## src/rtl/w25q_cmd_seq_if.sv

```systemverilog
// Byte-level handshake between the W25Q command sequencer and the SPI master
// (spi_ctrl). The sequencer is the master: it presents a byte and a one-cycle
// trigger, and the SPI master answers with swap_done and the received byte.
interface w25q_cmd_seq_if;
    logic [7:0] write_byte;
    logic       swap_trigger;
    logic       swap_done;
    logic [7:0] read_byte;

    modport master (
        output write_byte,
        output swap_trigger,
        input  swap_done,
        input  read_byte
    );

    modport slave (
        input  write_byte,
        input  swap_trigger,
        output swap_done,
        output read_byte
    );
endinterface

```

## src/rtl/w25q_cmd_seq.sv

```systemverilog
// W25Q128 command sequencer. It owns chip-select and turns one read or
// page-program request into the flash byte sequence, one byte at a time over
// the spi_ctrl handshake. A program runs as WREN, then PAGE PROGRAM, then a
// status poll that repeats until the BUSY bit clears.
// Optional build macro: W25Q_POLL_TIMEOUT_EN bounds the status poll to
// POLL_MAX bytes and flags a timeout on err together with done.
module w25q_cmd_seq #(
    parameter int MAX_LEN  = 256,
    parameter int CS_SETUP = 3,
    parameter int CS_GAP   = 3,
    parameter int POLL_MAX = 50000
) (
    input  logic          sclk,
    input  logic          rst,
    input  logic          op_start,
    input  logic          op_code,
    input  logic [23:0]   addr,
    input  logic [8:0]    len,
    output logic          busy,
    output logic          done,
    output logic          err,
    output logic [7:0]    rd_data,
    output logic          rd_valid,
    input  logic [7:0]    wr_data,
    output logic          wr_req,
    output logic          cs,
    w25q_cmd_seq_if.master spi
);
    localparam logic [2:0] S_IDLE    = 3'd0;
    localparam logic [2:0] S_CS_LOW  = 3'd1;
    localparam logic [2:0] S_XFER    = 3'd2;
    localparam logic [2:0] S_WAIT    = 3'd3;
    localparam logic [2:0] S_NEXT    = 3'd4;
    localparam logic [2:0] S_CS_HIGH = 3'd5;
    localparam logic [2:0] S_DONE    = 3'd6;

    // Which transaction of the operation is running.
    localparam logic [1:0] PH_READ = 2'd0;
    localparam logic [1:0] PH_WREN = 2'd1;
    localparam logic [1:0] PH_PROG = 2'd2;
    localparam logic [1:0] PH_POLL = 2'd3;

    // Which part of the transaction the current byte belongs to.
    localparam logic [1:0] SUB_CMD  = 2'd0;
    localparam logic [1:0] SUB_ADDR = 2'd1;
    localparam logic [1:0] SUB_DATA = 2'd2;

    logic [2:0]  state;
    logic [1:0]  phase;
    logic [1:0]  sub;
    logic [2:0]  aidx;
    logic [8:0]  bcnt;
    logic [8:0]  len_q;
    logic [23:0] addr_q;
    logic [7:0]  tcnt;
    logic        poll_clear;
    logic [7:0]  tx_byte;
    logic [8:0]  len_clamp;
    logic        poll_to;
    logic        poll_limit;

`ifdef W25Q_POLL_TIMEOUT_EN
    localparam int PW = $clog2(POLL_MAX + 1);
    logic [PW-1:0] poll_cnt;
    assign poll_limit = (poll_cnt == PW'(POLL_MAX));
`else
    // Unbounded polling: the limit can never be reached and err stays low.
    assign poll_to    = 1'b0;
    assign poll_limit = (POLL_MAX < 0);
`endif

    assign len_clamp = (len > 9'(MAX_LEN)) ? 9'(MAX_LEN) : len;

    // Byte to present on the next trigger, chosen by transaction and position.
    always_comb begin
        tx_byte = 8'h00;
        case (sub)
            SUB_CMD: begin
                case (phase)
                    PH_READ: tx_byte = 8'h03;
                    PH_WREN: tx_byte = 8'h06;
                    PH_PROG: tx_byte = 8'h02;
                    default: tx_byte = 8'h05;
                endcase
            end
            SUB_ADDR: begin
                case (aidx)
                    3'd0:    tx_byte = addr_q[23:16];
                    3'd1:    tx_byte = addr_q[15:8];
                    default: tx_byte = addr_q[7:0];
                endcase
            end
            default: tx_byte = (phase == PH_PROG) ? wr_data : 8'h00;
        endcase
    end

    // Sequencer FSM: chip-select timing, byte handshake and transaction chaining.
    always_ff @(posedge sclk) begin
        if (rst) begin
            state            <= S_IDLE;
            cs               <= 1'b1;
            busy             <= 1'b0;
            done             <= 1'b0;
            err              <= 1'b0;
            rd_valid         <= 1'b0;
            rd_data          <= 8'h00;
            wr_req           <= 1'b0;
            spi.swap_trigger <= 1'b0;
            spi.write_byte   <= 8'h00;
            phase            <= PH_READ;
            sub              <= SUB_CMD;
            aidx             <= 3'd0;
            bcnt             <= 9'd0;
            len_q            <= 9'd0;
            addr_q           <= 24'h0;
            tcnt             <= 8'd0;
            poll_clear       <= 1'b0;
`ifdef W25Q_POLL_TIMEOUT_EN
            poll_cnt         <= '0;
            poll_to          <= 1'b0;
`endif
        end else begin
            done             <= 1'b0;
            err              <= 1'b0;
            rd_valid         <= 1'b0;
            wr_req           <= 1'b0;
            spi.swap_trigger <= 1'b0;
            case (state)
                S_IDLE: begin
                    if (op_start && (len != 9'd0)) begin
                        busy   <= 1'b1;
                        cs     <= 1'b0;
                        tcnt   <= 8'd0;
                        addr_q <= addr;
                        len_q  <= len_clamp;
                        phase  <= op_code ? PH_WREN : PH_READ;
                        sub    <= SUB_CMD;
                        state  <= S_CS_LOW;
`ifdef W25Q_POLL_TIMEOUT_EN
                        poll_to <= 1'b0;
`endif
                    end
                end
                S_CS_LOW: begin
                    if (tcnt == 8'(CS_SETUP - 1)) state <= S_XFER;
                    else tcnt <= tcnt + 8'd1;
                end
                S_XFER: begin
                    spi.write_byte   <= tx_byte;
                    spi.swap_trigger <= 1'b1;
                    state            <= S_WAIT;
                end
                S_WAIT: begin
                    if (spi.swap_done) begin
                        state <= S_NEXT;
                        if (sub == SUB_DATA && phase == PH_READ) begin
                            rd_data  <= spi.read_byte;
                            rd_valid <= 1'b1;
                        end
                        if (sub == SUB_DATA && phase == PH_POLL) begin
                            poll_clear <= ~spi.read_byte[0];
`ifdef W25Q_POLL_TIMEOUT_EN
                            poll_cnt <= poll_cnt + 1'b1;
`endif
                        end
                    end
                end
                S_NEXT: begin
                    case (sub)
                        SUB_CMD: begin
                            if (phase == PH_WREN) begin
                                cs    <= 1'b1;
                                tcnt  <= 8'd0;
                                state <= S_CS_HIGH;
                            end else if (phase == PH_POLL) begin
                                sub   <= SUB_DATA;
                                state <= S_XFER;
                            end else begin
                                sub   <= SUB_ADDR;
                                aidx  <= 3'd0;
                                state <= S_XFER;
                            end
                        end
                        SUB_ADDR: begin
                            if (aidx == 3'd2) begin
                                sub    <= SUB_DATA;
                                bcnt   <= 9'd0;
                                wr_req <= (phase == PH_PROG);
                            end else begin
                                aidx <= aidx + 3'd1;
                            end
                            state <= S_XFER;
                        end
                        default: begin
                            if (phase == PH_POLL) begin
                                if (poll_clear || poll_limit) begin
                                    cs    <= 1'b1;
                                    tcnt  <= 8'd0;
                                    state <= S_CS_HIGH;
`ifdef W25Q_POLL_TIMEOUT_EN
                                    poll_to <= ~poll_clear;
`endif
                                end else begin
                                    state <= S_XFER;
                                end
                            end else if (bcnt == len_q - 9'd1) begin
                                cs    <= 1'b1;
                                tcnt  <= 8'd0;
                                state <= S_CS_HIGH;
                            end else begin
                                bcnt   <= bcnt + 9'd1;
                                wr_req <= (phase == PH_PROG);
                                state  <= S_XFER;
                            end
                        end
                    endcase
                end
                S_CS_HIGH: begin
                    if (tcnt == 8'(CS_GAP - 1)) begin
                        tcnt <= 8'd0;
                        if (phase == PH_WREN) begin
                            phase <= PH_PROG;
                            sub   <= SUB_CMD;
                            cs    <= 1'b0;
                            state <= S_CS_LOW;
                        end else if (phase == PH_PROG) begin
                            phase      <= PH_POLL;
                            sub        <= SUB_CMD;
                            poll_clear <= 1'b0;
                            cs         <= 1'b0;
                            state      <= S_CS_LOW;
`ifdef W25Q_POLL_TIMEOUT_EN
                            poll_cnt <= '0;
`endif
                        end else begin
                            done  <= 1'b1;
                            err   <= poll_to;
                            busy  <= 1'b0;
                            state <= S_DONE;
                        end
                    end else begin
                        tcnt <= tcnt + 8'd1;
                    end
                end
                S_DONE:  state <= S_IDLE;
                default: state <= S_IDLE;
            endcase
        end
    end
endmodule

```

## src/flat_wrapper.sv

```systemverilog
// flat-port wrapper written by rule: the top's interface ports become plain ports
module w25q_cmd_seq_flat 
#(
    parameter int MAX_LEN  = 256,
    parameter int CS_SETUP = 3,
    parameter int CS_GAP   = 3,
    parameter int POLL_MAX = 50000
)
  (sclk, rst, op_start, op_code, addr, len, busy, done, err, rd_data, rd_valid, wr_data, wr_req, cs, spi_write_byte, spi_swap_trigger, spi_swap_done, spi_read_byte);
  w25q_cmd_seq_if spi_i ();
  input  logic sclk;
  input  logic rst;
  input  logic op_start;
  input  logic op_code;
  input  logic [23:0] addr;
  input  logic [8:0] len;
  output logic busy;
  output logic done;
  output logic err;
  output logic [7:0] rd_data;
  output logic rd_valid;
  input  logic [7:0] wr_data;
  output logic wr_req;
  output logic cs;
  output wire logic [$bits(spi_i.write_byte)-1:0] spi_write_byte;
  output wire logic [$bits(spi_i.swap_trigger)-1:0] spi_swap_trigger;
  input wire logic [$bits(spi_i.swap_done)-1:0] spi_swap_done;
  input wire logic [$bits(spi_i.read_byte)-1:0] spi_read_byte;
  assign spi_write_byte = spi_i.write_byte;
  assign spi_swap_trigger = spi_i.swap_trigger;
  assign spi_i.swap_done = spi_swap_done;
  assign spi_i.read_byte = spi_read_byte;
  w25q_cmd_seq #(.MAX_LEN(MAX_LEN), .CS_SETUP(CS_SETUP), .CS_GAP(CS_GAP), .POLL_MAX(POLL_MAX)) u_core (.sclk(sclk), .rst(rst), .op_start(op_start), .op_code(op_code), .addr(addr), .len(len), .busy(busy), .done(done), .err(err), .rd_data(rd_data), .rd_valid(rd_valid), .wr_data(wr_data), .wr_req(wr_req), .cs(cs), .spi(spi_i));
endmodule
```

## config.mk

```make
export PLATFORM = sky130hd
export DESIGN_NAME = w25q_cmd_seq_flat
export DESIGN_NICKNAME = d
export VERILOG_FILES = /design/src/rtl/w25q_cmd_seq_if.sv /design/src/rtl/w25q_cmd_seq.sv /design/src/flat_wrapper.sv
export SDC_FILE = /design/constraint.sdc
export NUM_CORES = 1
export LEC_CHECK = 0
export ABC_AREA = 1
export BUFFER_PORTS_ARGS = -buffer_cell sky130_fd_sc_hd__buf_4
export CAP_MARGIN = 25
export CORE_UTILIZATION = 40
export CTS_BUF_LIST = sky130_fd_sc_hd__clkbuf_4
export CTS_CLUSTER_SIZE = 14
export DETAILED_ROUTE_END_ITERATION = 12
export GPL_TIMING_DRIVEN = 0
export PLACE_DENSITY = 0.7
export SYNTH_ARGS = -nofsm -noshare
export SYNTH_HDL_FRONTEND = slang
export SYNTH_SLANG_ARGS = --single-unit
```

## constraint.sdc

```tcl
create_clock -name sclk -period 1.9 [get_ports sclk]
set_input_delay 0.57 -clock sclk [delete_from_list [all_inputs] [get_ports sclk]]
set_output_delay 0.57 -clock sclk [all_outputs]
set_load 0.005 [all_outputs]
```

==> impl_metrics.py <==
metrics = {
    "die": {
        "chipHeight_um": 105,
        "num_io_pins": 77,
        "die_width_um": 105,
        "floorplan.initialDensity_pct": 41.4,
        "fp.dieArea_um2": 11100,
        "rows": 37,
        "core_region_area_um2": 10300,
    },
    "synthesis": {
        "post_synthesis_instance_area_um2": 4280,
        "synth_cell_type_count": 39,
        "top_reg_cell_synth": "sky130_fd_sc_hd__dfxtp_1",
        "post_synth_xor_area_fraction_pct": 3.07,
        "mappedNetlistNets": 686,
        "async_flop_share_pct": 0,
        "dominant_combinational_cell_family_by_area_after_synthesis": "simple AND/OR/NAND/NOR gates",
        "synth-compound-area-share_pct": 20.6,
        "synth_enable_flop_cells": 0,
        "synth_most_common_cell": "sky130_fd_sc_hd__nand2_1",
        "ys_ff_latch": 83,
        "synth_largest_area_cell": "sky130_fd_sc_hd__dfxtp_1",
        "synth_simple_gate_area_share_pct": 24.0,
        "synth.mux.area_fraction_pct": 0,
        "post_synth_most_frequent_cells": "sky130_fd_sc_hd__nand2_1, sky130_fd_sc_hd__dfxtp_1, sky130_fd_sc_hd__inv_1",
        "synth_sequential_area_ratio_pct": 38.9,
        "syn-instance-count": 620,
        "post_synth.cell_area_avg_um2": 6.90,
        "synth_top_cell_area_share_pct": 38.9,
        "synthesis.yosys.warnings": 0,
        "post_synth_main_area_contributors": "sky130_fd_sc_hd__dfxtp_1, sky130_fd_sc_hd__nand2_1, sky130_fd_sc_hd__a21oi_1",
        "area_share_of_fa_ha_maj_cells_after_synthesis_pct": 3.51,
    },
    "timing": {
        "relSlewSlack_pct": 54.5,
        "transition_at_the_pin_with_the_smallest_max_transition_slack_ns": 0.682,
        "period_needed_ns": 2.00,
        "rsz0062_at_grt": "yes",
        "timing_hold_violations_final": 0,
        "f_max_mhz": 501,
        "setup_viol_count_final": 23,
        "min_period_over_period_pct": 105,
        "clock-skew-final_ns": 0.0231,
        "final.setup.worst_slack_ns": -0.0973,
        "finalMaxSlewViolations": 0,
    },
    "worst_setup_path": {
        "crit_top_cell": "sky130_fd_sc_hd__nor2_1",
        "crit_chain": "inv_2, ha_4, xor2_1, nand2_1, nor2_1, nand3_1, nor2_1, nand2_1, nand2_2, nand2_4, nand2_4, nand3_4, o21ai_4, nor2_1",
        "setup.worst_path.start_class": "flop",
        "reg_to_reg_setup_timing_slack_ns": -0.1,
        "ff2ff_path_depth": 14,
        "critical_path.endpoint_type": "flop",
        "critical_path_class": "flop to flop",
        "worst-endpoint-arrival_ns": 2.36,
        "r2r_end": "u_core.tcnt[1]$_SDFFE_PP0P_",
        "r2r_start": "u_core.len_q[1]$_SDFFE_PP0P_",
        "critical_path_buf_inv_count": 1,
        "critical_path.slowest_cell": "sky130_fd_sc_hd__dfxtp_2",
        "critical_path.max_stage_delay_ns": 0.38,
        "top_delay_family_on_crit_path": "simple AND/OR/NAND/NOR gates",
        "timing.critical_path.required_ns": 2.26,
        "critical_path_peak_fanout": 5,
    },
    "worst_hold_path": {
        "min-delay-start": "spi_read_byte[3]",
        "hold_path_depth": 3,
        "holdPathEnd": "u_core.rd_data[3]$_SDFFE_PP0P_",
        "hold_path.class": "input pin to flop",
    },
    "drt": {
        "detailroute.via_count": 4411,
        "wirelength_um": 11900,
        "wl_per_cell_um": 13.9,
        "detail_route.iter0.violations": 181,
        "drt-vias-per-instance": 5.14,
        "drt_pre_antenna_iters": 5,
        "antenna_left": 0,
        "drcViolationCount": 0,
    },
    "power": {
        "leakagePower_nw": 2.39,
        "power.ir.vdd_worst_mv": 0.559,
        "power_per_cell_area_nw_per_um2": 989,
    },
    "final_layout": {
        "diodes": 0,
        "postLayoutCoreUtil_pct": 53.7,
        "syn2layout_area_growth_pct": 29.6,
        "final_area_um2": 5540,
        "share_of_layout_cells_above_drive_strength_1_pct": 26.6,
        "nNetsFinal": 783,
    },
    "cts": {
        "cts.path.max_buffers": 2,
        "cts-buffers-inserted": 9,
        "cts_max_level": 3,
        "cts.hold.buffers_added": 0,
        "clock-sinks": 83,
        "clkLatencyLatePin_ns": 0.47,
        "tritoncts_clock_tree": "built",
        "cts.reportedPaths.clkPinSlew_ns": 0.14,
        "cts-root-buf": "sky130_fd_sc_hd__clkbuf_4",
    },
    "placed_design": {
        "placed_area_um2": 5000,
        "final_replace_weighted_congestion": 0.890,
        "portBuffers": 74,
        "hpwlAfterDp_um": 8510,
    },
    "flow_run": {
        "cap_viol_max_count": 0,
    },
    "global_route": {
        "first_pass_grt_wire_length_um": 19200,
        "grt_antenna_before_repair": 0,
        "grt.overflow.total": 0,
        "pin_count_of_the_biggest_net_entering_global_routing": 15,
        "first_global_vias": 4081,
        "track_usage_pct": 21.8,
    },
    "status": {
        "violations": "negative setup slack",
        "status": "complete, but fails checks",
    },
}
placed cells by master, fill, tap and decap left out, types with 5 or more instances in the layout:
cell type and count:
sky130_fd_sc_hd__nor2_1 67, sky130_fd_sc_hd__buf_4 84, sky130_fd_sc_hd__o22ai_1 9, sky130_fd_sc_hd__nor2_2 8, sky130_fd_sc_hd__nand2_1 93, sky130_fd_sc_hd__a211oi_1 7
sky130_fd_sc_hd__a21oi_2 9, sky130_fd_sc_hd__nand2_4 8, sky130_fd_sc_hd__xor2_1 11, sky130_fd_sc_hd__nand4_1 5, sky130_fd_sc_hd__nor2_4 8, sky130_fd_sc_hd__inv_1 76
sky130_fd_sc_hd__inv_2 12, sky130_fd_sc_hd__nor3_1 7, sky130_fd_sc_hd__nand3_1 20, sky130_fd_sc_hd__dfxtp_1 75, sky130_fd_sc_hd__clkbuf_4 10, sky130_fd_sc_hd__clkbuf_1 14
sky130_fd_sc_hd__ha_1 10, sky130_fd_sc_hd__dfxtp_2 7, sky130_fd_sc_hd__a21oi_1 60, sky130_fd_sc_hd__nand2_2 10, sky130_fd_sc_hd__o21ai_0 54
stage by stage:
| stage | power, mW | std cells | setup TNS [ns] | setup WS, ns | hold WS, ns |
|---|---|---|---|---|---|
| 6_report | 5.48 | 858 | -1.21 | -0.0973 | 0.340 |
| 5_1_grt | 5.89 | 858 | -5.37 | -0.261 | 0.321 |
| 4_1_cts | 5.35 | 852 | -0.516 | -0.0938 | 0.329 |
| 3_5_place_dp | 4.13 | 830 | -7.68 | -0.280 | 0.444 |
| 3_3_place_gp | 4.07 | 830 | -6.46 | -0.266 | 0.439 |
| 2_1_floorplan | 3.51 | 620 | 0 | 0.0433 | 0.430 |
worst max-delay path by stage:
stage	from	endpoint	slack, ns	cells after the start
floorplan	u_core.len_q[0]$_SDFFE_PP0P_	u_core.tcnt[1]$_SDFFE_PP0P_	0.04	14
global placement	u_core.len_q[0]$_SDFFE_PP0P_	u_core.state[1]$_SDFFE_PP0P_	-0.27	14
detailed placement	len[2]	u_core.tcnt[1]$_SDFFE_PP0P_	-0.28	10
CTS	u_core.len_q[1]$_SDFFE_PP0P_	u_core.tcnt[1]$_SDFFE_PP0P_	-0.09	14
global route	u_core.len_q[1]$_SDFFE_PP0P_	u_core.tcnt[1]$_SDFFE_PP0P_	-0.26	15
finish	u_core.len_q[1]$_SDFFE_PP0P_	u_core.tcnt[1]$_SDFFE_PP0P_	-0.1	14
metal layers:
| metal | share of wire [%] | up-vias | GRT usage, % | routed length, um |
|---|---|---|---|---|
| met5 | 0 | - | 0 | 0 |
| met4 | 2.7 | 0 | 8.95 | 323 |
| met3 | 4.4 | 26 | 4.08 | 520 |
| met2 | 48 | 118 | 35.3 | 5730 |
| met1 | 45 | 2055 | 28.5 | 5340 |
| li1 | - | 2212 | - | - |
repair_timing:
action,4_1_cts,5_1_grt
pin swaps,12,14
resized for setup,35,52
setup endpoints to repair,25,68
cloned,2,0
setup buffers,4,6
cells by family after synthesis:
kind of cell | count (synthesis)
other cells | 1
compound gates | 162
fa+ha+maj | 12
flops | 83
buf+inv | 109
simple gates | 238
xor+xnor | 15
state kept, by name, indices dropped and copies added (netlist names):
| register | cells |
|---|---|
| u_core.aidx | 3 |
| u_core.sub | 2 |
| u_core.done | 1 |
| u_core.spi.swap_trigger | 1 |
| u_core.tcnt | 8 |
| u_core.cs | 1 |
| u_core.len_q | 9 |
| u_core.busy | 1 |
| u_core.spi.write_byte | 8 |
| u_core.poll_clear | 1 |
| u_core.state | 3 |
| u_core.wr_req | 1 |
| u_core.phase | 2 |
| u_core.rd_valid | 1 |
| u_core.rd_data | 8 |
| u_core.addr_q | 24 |
| u_core.bcnt | 9 |
where the power goes:
group	internal [mW]	total [mW]	leakage [nW]	switching [mW]
sequential	2.04	2.22	0.681	0.186
clock	0.418	1.06	0.0803	0.644
combinational	0.821	2.19	1.63	1.37
total	3.28	5.48	2.39	2.20
tightest hold or removal path, cell delays in order:
cell and delay, ns:
sky130_fd_sc_hd__buf_4 0.08, sky130_fd_sc_hd__nor2_1 0.03, sky130_fd_sc_hd__nor2_1 0.08
cell type report:
type	count	area [um2]
repair buffers	85	646
multi-input cells	429	2480
well taps	136	170
flip-flops and latches	83	1670
clock buffers	10	75.1
clock inverters	6	66.3
inverters	91	347
fillers	964	4780
plain buffers	18	83.8
(Power assumes the default switching activity.)
